File: src/rtl/branch_resolve_unit_if.sv
// ID-stage branch resolution bundle: operand/forwarding inputs toward the
// resolver, and predictor/redirect/statistics outputs back to the pipeline.
interface branch_resolve_unit_if #(
  parameter int DATA_W = 32,
  parameter int PC_W   = 32,
  parameter int CNT_W  = 16
);
  logic              iStall;
  logic [1:0]        iBranchOp_D;
  logic              iPredTaken_D;
  logic [DATA_W-1:0] iRsData_D;
  logic [DATA_W-1:0] iRtData_D;
  logic [DATA_W-1:0] iAluOut_E;
  logic [DATA_W-1:0] iWbData_M;
  logic [1:0]        iFU_ASel;
  logic [1:0]        iFU_BSel;
  logic [PC_W-1:0]   iPCplus4_D;
  logic [PC_W-1:0]   iBrTarget_D;
  logic              oPredTaken;
  logic              oFlush_IF;
  logic              oRedirect_Valid;
  logic [PC_W-1:0]   oRedirect_PC;
  logic [CNT_W-1:0]  oBrCnt;
  logic [CNT_W-1:0]  oMispredCnt;
  logic              oLastMispred;

  modport master (
    output iStall, iBranchOp_D, iPredTaken_D, iRsData_D, iRtData_D,
           iAluOut_E, iWbData_M, iFU_ASel, iFU_BSel, iPCplus4_D, iBrTarget_D,
    input  oPredTaken, oFlush_IF, oRedirect_Valid, oRedirect_PC,
           oBrCnt, oMispredCnt, oLastMispred
  );

  modport slave (
    input  iStall, iBranchOp_D, iPredTaken_D, iRsData_D, iRtData_D,
           iAluOut_E, iWbData_M, iFU_ASel, iFU_BSel, iPCplus4_D, iBrTarget_D,
    output oPredTaken, oFlush_IF, oRedirect_Valid, oRedirect_PC,
           oBrCnt, oMispredCnt, oLastMispred
  );
endinterface

File: src/rtl/branch_resolve_unit.sv
// Resolves beq/bne in ID using forwarded operands, checks the fetch-time
// prediction, redirects IF on mispredict and trains a global 2-bit predictor.
//
// state | meaning
// SNT   | strongly not taken (predict not taken)
// WNT   | weakly not taken   (predict not taken, reset state)
// WT    | weakly taken       (predict taken)
// ST    | strongly taken     (predict taken)
module branch_resolve_unit #(
  parameter int DATA_W = 32,
  parameter int PC_W   = 32,
  parameter int CNT_W  = 16
) (
  input  logic           clk,
  input  logic           rst_n,
  branch_resolve_unit_if.slave bus
);

  typedef enum logic [1:0] {
    SNT = 2'b00,
    WNT = 2'b01,
    WT  = 2'b10,
    ST  = 2'b11
  } predState_t;

  predState_t state, nextState;

  logic [DATA_W-1:0] opA, opB;
  logic              isBranch, isBeq, eq, taken, resolve, mispred;
  logic [PC_W-1:0]   redirectPc;
  logic [CNT_W-1:0]  brCnt, mispredCnt;
  logic              lastMispred;

  // Select 11 is unused by the forwarding unit and falls back to the RF read.
  function automatic logic [DATA_W-1:0] fwdMux(
    input logic [1:0]        sel,
    input logic [DATA_W-1:0] rfData,
    input logic [DATA_W-1:0] aluData,
    input logic [DATA_W-1:0] wbData
  );
    case (sel)
      2'b10:   return aluData;
      2'b01:   return wbData;
      default: return rfData;
    endcase
  endfunction

  always_comb begin
    opA        = fwdMux(bus.iFU_ASel, bus.iRsData_D, bus.iAluOut_E, bus.iWbData_M);
    opB        = fwdMux(bus.iFU_BSel, bus.iRtData_D, bus.iAluOut_E, bus.iWbData_M);
    eq         = (opA == opB);
    isBeq      = (bus.iBranchOp_D == 2'b01);
    isBranch   = (bus.iBranchOp_D == 2'b01) || (bus.iBranchOp_D == 2'b10);
    taken      = isBranch && (isBeq ? eq : !eq);
    resolve    = isBranch && !bus.iStall;
    mispred    = resolve && (taken != bus.iPredTaken_D);
    redirectPc = taken ? bus.iBrTarget_D : bus.iPCplus4_D;
  end

  assign bus.oFlush_IF       = mispred;
  assign bus.oRedirect_Valid = mispred;
  assign bus.oRedirect_PC    = redirectPc;

  always_ff @(posedge clk or negedge rst_n) begin
    if (!rst_n) begin
      state <= WNT;
    end else begin
      state <= nextState;
    end
  end

  always_comb begin
    nextState = state;
    if (resolve) begin
      if (taken) begin
        case (state)
          SNT:     nextState = WNT;
          WNT:     nextState = WT;
          default: nextState = ST;
        endcase
      end else begin
        case (state)
          ST:      nextState = WT;
          WT:      nextState = WNT;
          default: nextState = SNT;
        endcase
      end
    end
  end

  // Registered state only: the prediction never sees the resolve in flight.
  assign bus.oPredTaken = state[1];

  always_ff @(posedge clk or negedge rst_n) begin
    if (!rst_n) begin
      brCnt       <= '0;
      mispredCnt  <= '0;
      lastMispred <= 1'b0;
    end else if (resolve) begin
      if (brCnt != '1) begin
        brCnt <= brCnt + CNT_W'(1);
      end
      if (mispred && (mispredCnt != '1)) begin
        mispredCnt <= mispredCnt + CNT_W'(1);
      end
      lastMispred <= mispred;
    end
  end

  assign bus.oBrCnt       = brCnt;
  assign bus.oMispredCnt  = mispredCnt;
  assign bus.oLastMispred = lastMispred;

endmodule

File: src/flat_wrapper.sv
// flat-port wrapper written by rule: the top's interface ports become plain ports
module branch_resolve_unit_flat 
#(
  parameter int DATA_W = 32,
  parameter int PC_W   = 32,
  parameter int CNT_W  = 16
)
  (clk, rst_n, bus_iStall, bus_iBranchOp_D, bus_iPredTaken_D, bus_iRsData_D, bus_iRtData_D, bus_iAluOut_E, bus_iWbData_M, bus_iFU_ASel, bus_iFU_BSel, bus_iPCplus4_D, bus_iBrTarget_D, bus_oPredTaken, bus_oFlush_IF, bus_oRedirect_Valid, bus_oRedirect_PC, bus_oBrCnt, bus_oMispredCnt, bus_oLastMispred);
  branch_resolve_unit_if #(.DATA_W(DATA_W), .PC_W(PC_W), .CNT_W(CNT_W)) bus_i ();
  input  logic clk;
  input  logic rst_n;
  input wire logic [$bits(bus_i.iStall)-1:0] bus_iStall;
  input wire logic [$bits(bus_i.iBranchOp_D)-1:0] bus_iBranchOp_D;
  input wire logic [$bits(bus_i.iPredTaken_D)-1:0] bus_iPredTaken_D;
  input wire logic [$bits(bus_i.iRsData_D)-1:0] bus_iRsData_D;
  input wire logic [$bits(bus_i.iRtData_D)-1:0] bus_iRtData_D;
  input wire logic [$bits(bus_i.iAluOut_E)-1:0] bus_iAluOut_E;
  input wire logic [$bits(bus_i.iWbData_M)-1:0] bus_iWbData_M;
  input wire logic [$bits(bus_i.iFU_ASel)-1:0] bus_iFU_ASel;
  input wire logic [$bits(bus_i.iFU_BSel)-1:0] bus_iFU_BSel;
  input wire logic [$bits(bus_i.iPCplus4_D)-1:0] bus_iPCplus4_D;
  input wire logic [$bits(bus_i.iBrTarget_D)-1:0] bus_iBrTarget_D;
  output wire logic [$bits(bus_i.oPredTaken)-1:0] bus_oPredTaken;
  output wire logic [$bits(bus_i.oFlush_IF)-1:0] bus_oFlush_IF;
  output wire logic [$bits(bus_i.oRedirect_Valid)-1:0] bus_oRedirect_Valid;
  output wire logic [$bits(bus_i.oRedirect_PC)-1:0] bus_oRedirect_PC;
  output wire logic [$bits(bus_i.oBrCnt)-1:0] bus_oBrCnt;
  output wire logic [$bits(bus_i.oMispredCnt)-1:0] bus_oMispredCnt;
  output wire logic [$bits(bus_i.oLastMispred)-1:0] bus_oLastMispred;
  assign bus_i.iStall = bus_iStall;
  assign bus_i.iBranchOp_D = bus_iBranchOp_D;
  assign bus_i.iPredTaken_D = bus_iPredTaken_D;
  assign bus_i.iRsData_D = bus_iRsData_D;
  assign bus_i.iRtData_D = bus_iRtData_D;
  assign bus_i.iAluOut_E = bus_iAluOut_E;
  assign bus_i.iWbData_M = bus_iWbData_M;
  assign bus_i.iFU_ASel = bus_iFU_ASel;
  assign bus_i.iFU_BSel = bus_iFU_BSel;
  assign bus_i.iPCplus4_D = bus_iPCplus4_D;
  assign bus_i.iBrTarget_D = bus_iBrTarget_D;
  assign bus_oPredTaken = bus_i.oPredTaken;
  assign bus_oFlush_IF = bus_i.oFlush_IF;
  assign bus_oRedirect_Valid = bus_i.oRedirect_Valid;
  assign bus_oRedirect_PC = bus_i.oRedirect_PC;
  assign bus_oBrCnt = bus_i.oBrCnt;
  assign bus_oMispredCnt = bus_i.oMispredCnt;
  assign bus_oLastMispred = bus_i.oLastMispred;
  branch_resolve_unit #(.DATA_W(DATA_W), .PC_W(PC_W), .CNT_W(CNT_W)) u_core (.clk(clk), .rst_n(rst_n), .bus(bus_i));
endmodule
File: config.mk
export PLATFORM = sky130hd
export DESIGN_NAME = branch_resolve_unit_flat
export DESIGN_NICKNAME = d
export VERILOG_FILES = /design/src/rtl/branch_resolve_unit_if.sv /design/src/rtl/branch_resolve_unit.sv /design/src/flat_wrapper.sv
export SDC_FILE = /design/constraint.sdc
export NUM_CORES = 1
export LEC_CHECK = 0
export BUFFER_PORTS_ARGS = -buffer_cell sky130_fd_sc_hd__buf_2
export CORE_MARGIN = 5
export CORE_UTILIZATION = 35
export DETAILED_ROUTE_END_ITERATION = 16
export PLACE_DENSITY = 0.69
export SETUP_SLACK_MARGIN = 0.02
export SLEW_MARGIN = 20
export SYNTH_ARGS = -nofsm -noshare
export SYNTH_HDL_FRONTEND = slang
export SYNTH_SLANG_ARGS = --single-unit
File: constraint.sdc
create_clock -name clk -period 4.5 [get_ports clk]
set_input_delay 0.675 -clock clk [delete_from_list [all_inputs] [get_ports clk]]
set_output_delay 0.675 -clock clk [all_outputs]
set_load 0.03 [all_outputs]
==> flow_metrics.tcl <==
set metrics [dict create \
    status "finished, final reports clean" \
    start_util_pct 36.1 \
    cts_tree "built" \
    crit_slowest_cell "nor4_1" \
    ctsHtreeMaxLevel 2 \
    antenna_left 0 \
    combinationalPowerShare_pct 52.7 \
    critical_path_buf_inv_count 5 \
    max_freq_ghz 0.227 \
    gp_congestion 0.904 \
    finish.net_count 906 \
    ctsHoldBuffers 0 \
    route.detailed.drc 0 \
    min-delay-path-class "in -> async" \
    ys_ff_latch 35 \
    path_clk_slew_ns 0.05 \
    cellLeakagePower_nw 2.97 \
    period_needed_ns 4.41 \
    ir_worst_vdd_uv 393 \
    die_h_um 116 \
    p_int_uw 977 \
    post-route-period-util_pct 98.0 \
    maxSlewViolCount 0 \
    critPathKind "in -> out" \
    net-switching-power_uw 672 \
    grt_usage_pct 20.8 \
    areaGrowthSynthToFinish_pct 50.0 \
    die_w_um 116 \
    drive_gt1_share_pct 51.7 \
    syn_avg_cell_area_um2 9.09 \
    crit_path_end_kind "output port" \
    p_total_mw 1.65 \
    grt_pass1_vias 4676 \
    final.setup_skew_ns 0.00152 \
    setup_tns_ns 0 \
    power_density_nw_per_um2 278 \
    worst_path_most_repeated_cell "buf_2" \
    worstReg2RegStart "u_core.bus.oMispredCnt[2]" \
    max_stage_delay_ns 0.39 \
    vias 4948 \
    synth.distinct_cells 36 \
    power.share.clock_pct 21.9 \
    cts_sinks 35 \
    grt_first_pass_wirelength_mm 22.8 \
    overflow 0 \
    n_antenna_cell 0 \
    port_buffers 269 \
    crit_family "simple AND/OR/NAND/NOR gates" \
    syn_area_um2 3950 \
    reg2reg_depth 7 \
    wl_per_cell_um 19.5 \
    switching_share_pct 40.8 \
    finalSetupViolations 0 \
    syn_nets 644 \
    core-area_um2 10900 \
    clock_latency_ns 0.28 \
    tightest_slew_ns 0.996 \
    power_frac_seq_pct 25.4 \
    path_cells "buf_2 > inv_1 > ha_1 > buf_6 > a221oi_1 > nor4_1 > o22ai_2 > nor4_4 > nand4_2 > xnor2_4 > nor2_4 > buf_12 > mux2_2 > buf_2" \
    yosysWarnings 0 \
    grt_max_degree 65 \
    max-slew-margin-rel_pct 33.2 \
    worstPathRequired_ns 3.83 \
    firstDrtPassIters 5 \
    io_pins 270 \
    synth_cells 435 \
    cts_root_buffer "clkbuf_16" \
    synth_seq_area_share_pct 22.2 \
    startpoint_type "input pin" \
    rows 38 \
    dpl.hpwl_mm 12.1 \
    ys_async_sr_fraction_pct 100 \
    wirelength_mm 16.3 \
    crit_fanout 23 \
    final_util_pct 54.2 \
    numCtsBuffers 5 \
    drv_cap 0 \
    rsz0062_at_grt "true" \
    synth-edff-count 0 \
    cts_buffer_depth 2 \
    vias_per_cell 5.90 \
    grt_antenna_before_repair 0 \
    drtIter0Drc 460 \
    r2r_slack_ns 1.99 \
    worstReg2RegEnd "u_core.bus.oMispredCnt[1]" \
    ys.flop_type "dfrtp_1" \
    crit_arrival_ns 3.73 \
    dieArea_um2 13500 \
    cp_num_cells 14 \
    hold_viol 0 \
]
-- synth_stat cells (all sizes together) (5+ instances only) --
| library cell | n | area [um2] |
|---|---|---|
| a221oi | 64 | 561 |
| nor2b | 65 | 407 |
| ha | 7 | 87.6 |
| inv | 7 | 26.3 |
| o22a | 32 | 280 |
| mux2 | 34 | 495 |
| nor3 | 10 | 50.1 |
| dfrtp | 34 | 851 |
| and3 | 5 | 31.3 |
| nand2 | 17 | 63.8 |
| nor4 | 42 | 288 |
| buf | 23 | 136 |
| clkbuf | 10 | 37.5 |
| nand4 | 5 | 37.5 |
| xnor2 | 11 | 111 |
| o22ai | 16 | 100 |
| nor2 | 8 | 32.5 |
| xor2 | 22 | 193 |
| nand3 | 8 | 40.0 |
-- cell type report --
class	count	area, um2
inverters	7	26.3
flip-flops and latches	35	877
multi-input cells	360	3040
fillers	1016	5010
well taps	140	175
clock buffers	7	153
repair buffers	288	1650
clock inverters	1	7.51
-- what timing repair did --
item | 4_1_cts | 5_1_grt
setup endpoints to repair | 0 | 32
endpoints found under the hold margin | 0 | 0
buffers inserted | 0 | 2
gates resized for setup | 0 | 29
-- power by group through the flow --
stage | sequential, mW | clock, mW | combinational [mW]
after global placement | 0.419 | 0 | 0.786
after global routing | 0.430 | 0.381 | 0.936
final | 0.420 | 0.361 | 0.869
after detailed placement | 0.424 | 0 | 0.802
after CTS | 0.419 | 0.369 | 0.806
after floorplan | 0.509 | 0 | 0.452
-- through the flow --
stage / worst slack [ns] / std cells / hold WS (ns) / area (um2)
floorplan: 0.134 / 435 / 0.379 / 3950
CTS: 0.0866 / 830 / 0.486 / 5610
detailed placement: 0.0850 / 822 / 0.488 / 5450
finish: 0.0902 / 838 / 0.468 / 5930
global placement: 0.131 / 822 / 0.474 / 5450
global route: -0.0565 / 838 / 0.509 / 5930
-- kinds of logic (layout without fill, tap and decap cells) --
group	after synthesis	count (layout)	synth area share, %
and+or+nand+nor	166	166	25.1
AOI/OAI and AO/OA	119	119	24.9
buffers and inverters	40	303	5.07
DFF	35	35	22.2
muxes	34	34	12.5
xor gates and xnor gates	33	33	7.69
adders and majority gates	8	8	2.47
-- layer usage --
layer | routed length [um] | global-route usage [%] | part of all wire [%]
met5 | 0 | 0 | 0
met4 | 446 | 6.96 | 2.7
met3 | 1330 | 2.75 | 8.2
met2 | 8140 | 36.0 | 50
met1 | 6390 | 26.6 | 39
-- how the worst max path moves through the flow --
stage	endpoint	slack (ns)	from
2_1_floorplan	bus_oRedirect_Valid	0.13	bus_iFU_ASel[0]
3_3_place_gp	bus_oRedirect_PC[31]	0.13	bus_iFU_BSel[0]
3_5_place_dp	bus_oRedirect_PC[0]	0.09	bus_iFU_ASel[0]
4_1_cts	bus_oRedirect_PC[0]	0.09	bus_iFU_ASel[0]
5_1_grt	bus_oRedirect_PC[0]	-0.06	bus_iFU_BSel[1]
6_report	bus_oRedirect_PC[0]	0.09	bus_iFU_BSel[1]
-- flip-flops by register name, summed over array words and instances, names as in the netlist --
name	cells
u_core.bus.oBrCnt	16
u_core.bus.oLastMispred	1
u_core.bus.oMispredCnt	16
u_core.state	2
-- placed cells by master, fill, tap and decap left out, drive strengths merged, types with 2 or more instances in the layout --
cell type    n
buf        282
nor2b       65
a221oi      64
nor4        42
dfrtp       34
mux2        34
o22a        32
xor2        22
nand2       17
o22ai       16
clkbuf      13
xnor2       11
nor3        10
nand3        8
nor2         8
inv          7
ha           7
and3         5
nand4        5
and2         3
a21oi        3
and4         2
(Power assumes the default switching activity.)
